<file path="src/rtl/digit_pkg.sv">
// Shared types and constants for the four-digit display frame controller.
package digit_pkg;
  typedef enum logic [1:0] {ST_IDLE, ST_STAGING, ST_COMMIT} state_t;

  localparam int NUM_DIGITS = 4;

  localparam logic [2:0] SEL_DIG0   = 3'd0;
  localparam logic [2:0] SEL_DIG1   = 3'd1;
  localparam logic [2:0] SEL_DIG2   = 3'd2;
  localparam logic [2:0] SEL_DIG3   = 3'd3;
  localparam logic [2:0] SEL_COMMIT = 3'd4;

  localparam logic [7:0] ASCII_ZERO  = 8'h30;
  localparam logic [7:0] ASCII_A     = 8'h41;
  localparam logic [7:0] ASCII_SPACE = 8'h20;

  localparam logic [NUM_DIGITS-1:0][3:0] RST_DIGITS = {4'd4, 4'd3, 4'd2, 4'd1};

  typedef struct packed {
    logic       valid;
    logic       blank;
    logic [3:0] nibble;
  } conv_t;
endpackage

</file>
<file path="src/rtl/ascii_to_nibble.sv">
// Combinational ASCII hex/space to {valid, blank, nibble} conversion.
module ascii_to_nibble
  import digit_pkg::*;
(
  input  logic [7:0] data,
  output conv_t      conv
);
  always_comb begin
    conv = '0;
    if (data >= ASCII_ZERO && data <= ASCII_ZERO + 8'd9) begin
      conv.valid  = 1'b1;
      conv.nibble = data[3:0];
    end else if (data >= ASCII_A && data <= ASCII_A + 8'd5) begin
      // 'A' has low nibble 1, so +9 lands on 0xA
      conv.valid  = 1'b1;
      conv.nibble = data[3:0] + 4'd9;
    end else if (data == ASCII_SPACE) begin
      conv.valid = 1'b1;
      conv.blank = 1'b1;
    end
  end
endmodule

</file>
<file path="src/rtl/digit_frame_ctrl.sv">
// Shadow/committed four-digit frame with atomic commit, staging timeout and
// time-multiplexed scan onto a shared seven-segment digit bus.
module digit_frame_ctrl
  import digit_pkg::*;
#(
  parameter int SCAN_DIV = 50000,
  parameter int TIMEOUT  = 1000000
) (
  input  logic       clk,
  input  logic       reset,
  input  logic       wr_en,
  input  logic [2:0] select,
  input  logic [7:0] data,
  output logic [3:0] digit0,
  output logic [3:0] digit1,
  output logic [3:0] digit2,
  output logic [3:0] digit3,
  output logic [3:0] blank,
  output logic [3:0] scan_nibble,
  output logic [3:0] an,
  output logic       busy,
  output logic       err_char,
  output logic       err_timeout
);
  localparam int TW = $clog2(TIMEOUT);
  localparam int SW = $clog2(SCAN_DIV);
  localparam logic [TW-1:0] TMO_MAX  = TW'(TIMEOUT - 1);
  localparam logic [SW-1:0] SLOT_MAX = SW'(SCAN_DIV - 1);

  state_t                           state;
  logic [NUM_DIGITS-1:0][3:0]       shadow, commit_dig;
  logic [NUM_DIGITS-1:0]            shadow_blk, commit_blk;
  logic [TW-1:0]                    tmo_cnt;
  conv_t                            conv;
  logic                             dig_wr, cmt_wr;

  ascii_to_nibble u_conv (.data(data), .conv(conv));

  assign dig_wr = wr_en && (select <= SEL_DIG3);
  assign cmt_wr = wr_en && (select == SEL_COMMIT);

  always_ff @(posedge clk) begin
    if (reset) begin
      state       <= ST_IDLE;
      busy        <= 1'b0;
      err_char    <= 1'b0;
      err_timeout <= 1'b0;
      tmo_cnt     <= '0;
      shadow      <= RST_DIGITS;
      shadow_blk  <= '0;
      commit_dig  <= RST_DIGITS;
      commit_blk  <= '0;
    end else begin
      err_char    <= dig_wr && !conv.valid;
      err_timeout <= 1'b0;
      if (tmo_cnt != TMO_MAX) tmo_cnt <= tmo_cnt + 1'b1;
      if (dig_wr) tmo_cnt <= '0;
      if (dig_wr && conv.valid) begin
        shadow[select[1:0]]     <= conv.nibble;
        shadow_blk[select[1:0]] <= conv.blank;
      end
      case (state)
        ST_IDLE: begin
          if (dig_wr) begin
            state <= ST_STAGING; busy <= 1'b1;
          end else if (cmt_wr) begin
            state <= ST_COMMIT;  busy <= 1'b0;
          end
        end
        ST_STAGING: begin
          if (cmt_wr) begin
            state <= ST_COMMIT; busy <= 1'b0;
          end else if (!dig_wr && tmo_cnt == TMO_MAX) begin
            // abandon the half-built frame
            state       <= ST_IDLE;
            busy        <= 1'b0;
            shadow      <= commit_dig;
            shadow_blk  <= commit_blk;
            err_timeout <= 1'b1;
          end
        end
        ST_COMMIT: begin
          // copy reads the pre-edge shadow, so a same-cycle write lands after it
          commit_dig <= shadow;
          commit_blk <= shadow_blk;
          if (dig_wr) begin
            state <= ST_STAGING; busy <= 1'b1;
          end else if (cmt_wr) begin
            state <= ST_COMMIT;  busy <= 1'b0;
          end else begin
            state <= ST_IDLE;    busy <= 1'b0;
          end
        end
        default: begin
          state <= ST_IDLE; busy <= 1'b0;
        end
      endcase
    end
  end

  logic [SW-1:0] slot_cnt;
  logic [1:0]    scan_idx;

  always_ff @(posedge clk) begin
    if (reset) begin
      slot_cnt <= '0;
      scan_idx <= '0;
    end else if (slot_cnt == SLOT_MAX) begin
      slot_cnt <= '0;
      scan_idx <= scan_idx + 2'd1;
    end else begin
      slot_cnt <= slot_cnt + 1'b1;
    end
  end

  assign digit0      = commit_dig[0];
  assign digit1      = commit_dig[1];
  assign digit2      = commit_dig[2];
  assign digit3      = commit_dig[3];
  assign blank       = commit_blk;
  assign scan_nibble = commit_dig[scan_idx];
  assign an          = commit_blk[scan_idx] ? 4'b1111 : ~(4'b0001 << scan_idx);
endmodule

</file>
<file path="config.mk">
export PLATFORM = sky130hd
export DESIGN_NAME = digit_frame_ctrl
export DESIGN_NICKNAME = d
export VERILOG_FILES = /design/src/rtl/digit_pkg.sv /design/src/rtl/ascii_to_nibble.sv /design/src/rtl/digit_frame_ctrl.sv
export SDC_FILE = /design/constraint.sdc
export NUM_CORES = 1
export LEC_CHECK = 0
export ABC_AREA = 1
export BUFFER_PORTS_ARGS = -buffer_cell sky130_fd_sc_hd__buf_2
export CAP_MARGIN = 30
export CORE_MARGIN = 1.5
export CORE_UTILIZATION = 61
export CTS_BUF_LIST = sky130_fd_sc_hd__clkbuf_8
export DETAILED_ROUTE_END_ITERATION = 8
export MAX_ROUTING_LAYER = met4
export PLACE_DENSITY_LB_ADDON = 0.05
export SYNTH_ARGS = -nofsm -noshare
export SYNTH_HDL_FRONTEND = slang
export SYNTH_SLANG_ARGS = --single-unit
</file>
<file path="constraint.sdc">
create_clock -name clk -period 1.9 [get_ports clk]
set_input_delay 0.095 -clock clk [delete_from_list [all_inputs] [get_ports clk]]
set_output_delay 0.095 -clock clk [all_outputs]
set_load 0.01 [all_outputs]
</file>
==> flow_summary.yaml <==
outcome:
  status: "finished clean"
placement:
  io_buffers: 44
  placedCellCount: 770
  place_congestion: 0.891
  dp_hpwl_mm: 7.38
  placed_area_sq_mm: 0.00471
route:
  drc: 0
  routed_wl_mm: 10.2
  vias_per_cell: 5.34
  ant_nets: 0
  wl_per_cell_um: 13.0
  drtIter0Drc: 201
  vias: 4201
  first_pass_iters: 5
synthesis:
  synth_top_area_cell: "dfxtp_1"
  synthFlopType: "dfxtp_1"
  synth-adder-area-share_pct: 2.85
  synth-xor-area-share_pct: 2.00
  ys_top_cells_by_count: "nand2_1, nor2_1, dfxtp_1"
  synth_area_per_cell_sq_um: 6.87
  synth-compound-area-share_pct: 11.0
  synth-simple-area-share_pct: 37.5
  synth.most_common_cell: "nand2_1"
  synth_cell_types: 41
  ys_ff_latch: 83
  synthCells: 639
  netlist_top_cells_area: "dfxtp_1, nand2_1, nor2_1"
  syn-num-nets: 663
  muxShareOfSynthArea_pct: 0
  synth_top_family_by_area: "simple AND/OR/NAND/NOR gates"
  ys_warn_count: 0
  yosysSeqAreaShare_pct: 37.9
  yosysTopAreaCellShare_pct: 37.9
  syn_area_sq_mm: 0.00439
  synth_edf_count: 0
  ys_async_sr_fraction_pct: 0
die:
  io_pins: 45
  die_x_um: 87.8
  core_area_sq_mm: 0.00687
  num_rows: 30
  die_h_um: 87.8
  start_util_pct: 63.9
  dieArea_sq_mm: 0.00771
pwr:
  p_total_w: 0.00365
  p_leak_nw: 2.30
  irDropWorstVdd_uv: 362
  powerDensity_mw_per_mm2: 739
setup_path:
  crit_fanout: 36
  arrival_ns: 1.99
  reg2reg_depth: 9
  end_kind: "flop"
  required_ns: 2.17
  crit_type: "reg -> reg"
  start_kind: "flop"
global_routing:
  grt.met3_usage_pct: 5.75
  grt-busiest-layer: "met2"
  grt_pass1_wl_mm: 16.8
  grt_pass1_vias: 3700
  antenna_found_initial: 0
  track_usage_pct: 28.6
  grt_util_met1_pct: 37.0
  grt_max_degree: 37
  grtUsageMet2_pct: 44.9
  gr-total-overflow: 0
clocking:
  cts_buffer_depth: 2
  cts-buffers-inserted: 9
  clk_latency_ns: 0.36
  cts_tree: "yes"
  cts-root-buf: "clkbuf_8"
  cts_sinks: 83
  post-cts-setup-buffers: 0
  cts_resized: 0
  htreeDepth: 3
  path_clk_slew_ns: 0.09
  cts_hold_buffers: 0
layout:
  final_net_count: 709
  syn2layout_area_growth_pct: 12.5
  num_antenna_cells: 0
  finalInstanceArea_sq_mm: 0.00494
  layout-drive-gt1-share_pct: 16.4
  instances_no_fill: 786
min_path:
  hold_path_class: "in -> reg"
  whs_path_depth: 3
sta:
  max_freq_mhz: 582
  rsz0062_at_grt: "false"
  finalCriticalPeriod_ns: 1.72
  drv_slew: 0
  setup_viol_count_final: 0
  worst_pin_slew_ns: 0.457
  fin_tns_setup_ns: 0
  period_share_pct: 90.5
  final-hold-violation-count: 0
  finalClockSkew_ns: 0.0106
  relSlewSlack_pct: 69.5
run:
  cap_violations: 0
-- worst paths after layout --
check        startpoint       endpoint  slack, ns
max          tmo_cnt[1]  shadow_blk[2]       0.18
min               wr_en       err_char       0.11
max reg2reg  tmo_cnt[1]  shadow_blk[2]       0.18
min reg2reg        busy           busy       0.47
-- critical path, cell delays in order, from the launching register on --
cell     delay (ns)
dfxtp_1        0.37
ha_1           0.20
nand3_1        0.19
nor3_2         0.25
nand4_4        0.13
buf_12         0.19
nor2_1         0.10
nor2_1         0.05
nand2_1        0.08
inv_1          0.03
-- layout make-up --
class	instances	area, sq um
inverter	76	288
clock inverter	7	106
multi-input combinational	462	2340
sequential	83	1660
tap	96	120
fill	595	1930
clock buffer	9	124
timing repair buffer	53	300
-- sequential cells by signal, summed over array words and instances, names as in the netlist --
| signal | cells |
|---|---|
| digit2 | 4 |
| digit3 | 4 |
| err_char | 1 |
| digit0 | 4 |
| blank | 4 |
| shadow_blk | 4 |
| slot_cnt | 16 |
| scan_idx | 2 |
| shadow | 16 |
| state | 2 |
| busy | 1 |
| digit1 | 4 |
| err_timeout | 1 |
| tmo_cnt | 20 |
-- routing by layer --
metal  routed length, um  share of wire (%)
met5                   0                  0
met4                 172                1.7
met3                 520                5.1
met2                4710                 46
met1                4780                 47
-- stage by stage --
stage	hold WS [ns]	util, %	setup WS (ns)
floorplan	0.300	-	0.357
global placement	0.429	68.5	0.214
CTS	0.104	71.9	0.197
finish	0.109	71.9	0.180
global route	0.117	71.9	0.0108
detailed placement	0.454	68.5	0.143
-- power breakdown --
part	switching, W	internal, W
clock network	0.000697	0.000763
registers	0.0000549	0.00179
logic	0.000223	0.000120
total	0.000975	0.00267
-- layout by cell type, fill, tap and decap left out, drive strengths merged, types with 8 or more instances in the layout --
| master | synthesis | final |
|---|---|---|
| a21oi | 30 | 30 |
| nand4 | 12 | 12 |
| dfxtp | 83 | 83 |
| nand2 | 135 | 135 |
| ha | 10 | 10 |
| nand3 | 55 | 55 |
| clkbuf | 8 | 9 |
| buf | 10 | 53 |
| nor3 | 17 | 17 |
| nor2 | 120 | 120 |
| a31oi | 8 | 8 |
| inv | 74 | 77 |
| o21ai | 41 | 41 |
-- kinds of logic (layout without fill, tap and decap cells) --
group | Yosys count | after routing
flops | 83 | 83
xor+xnor | 10 | 10
simple gates | 354 | 354
buf+inv | 94 | 145
compound gates | 88 | 88
fa+ha+maj | 10 | 10
Power figures use the tool's default switching activity.
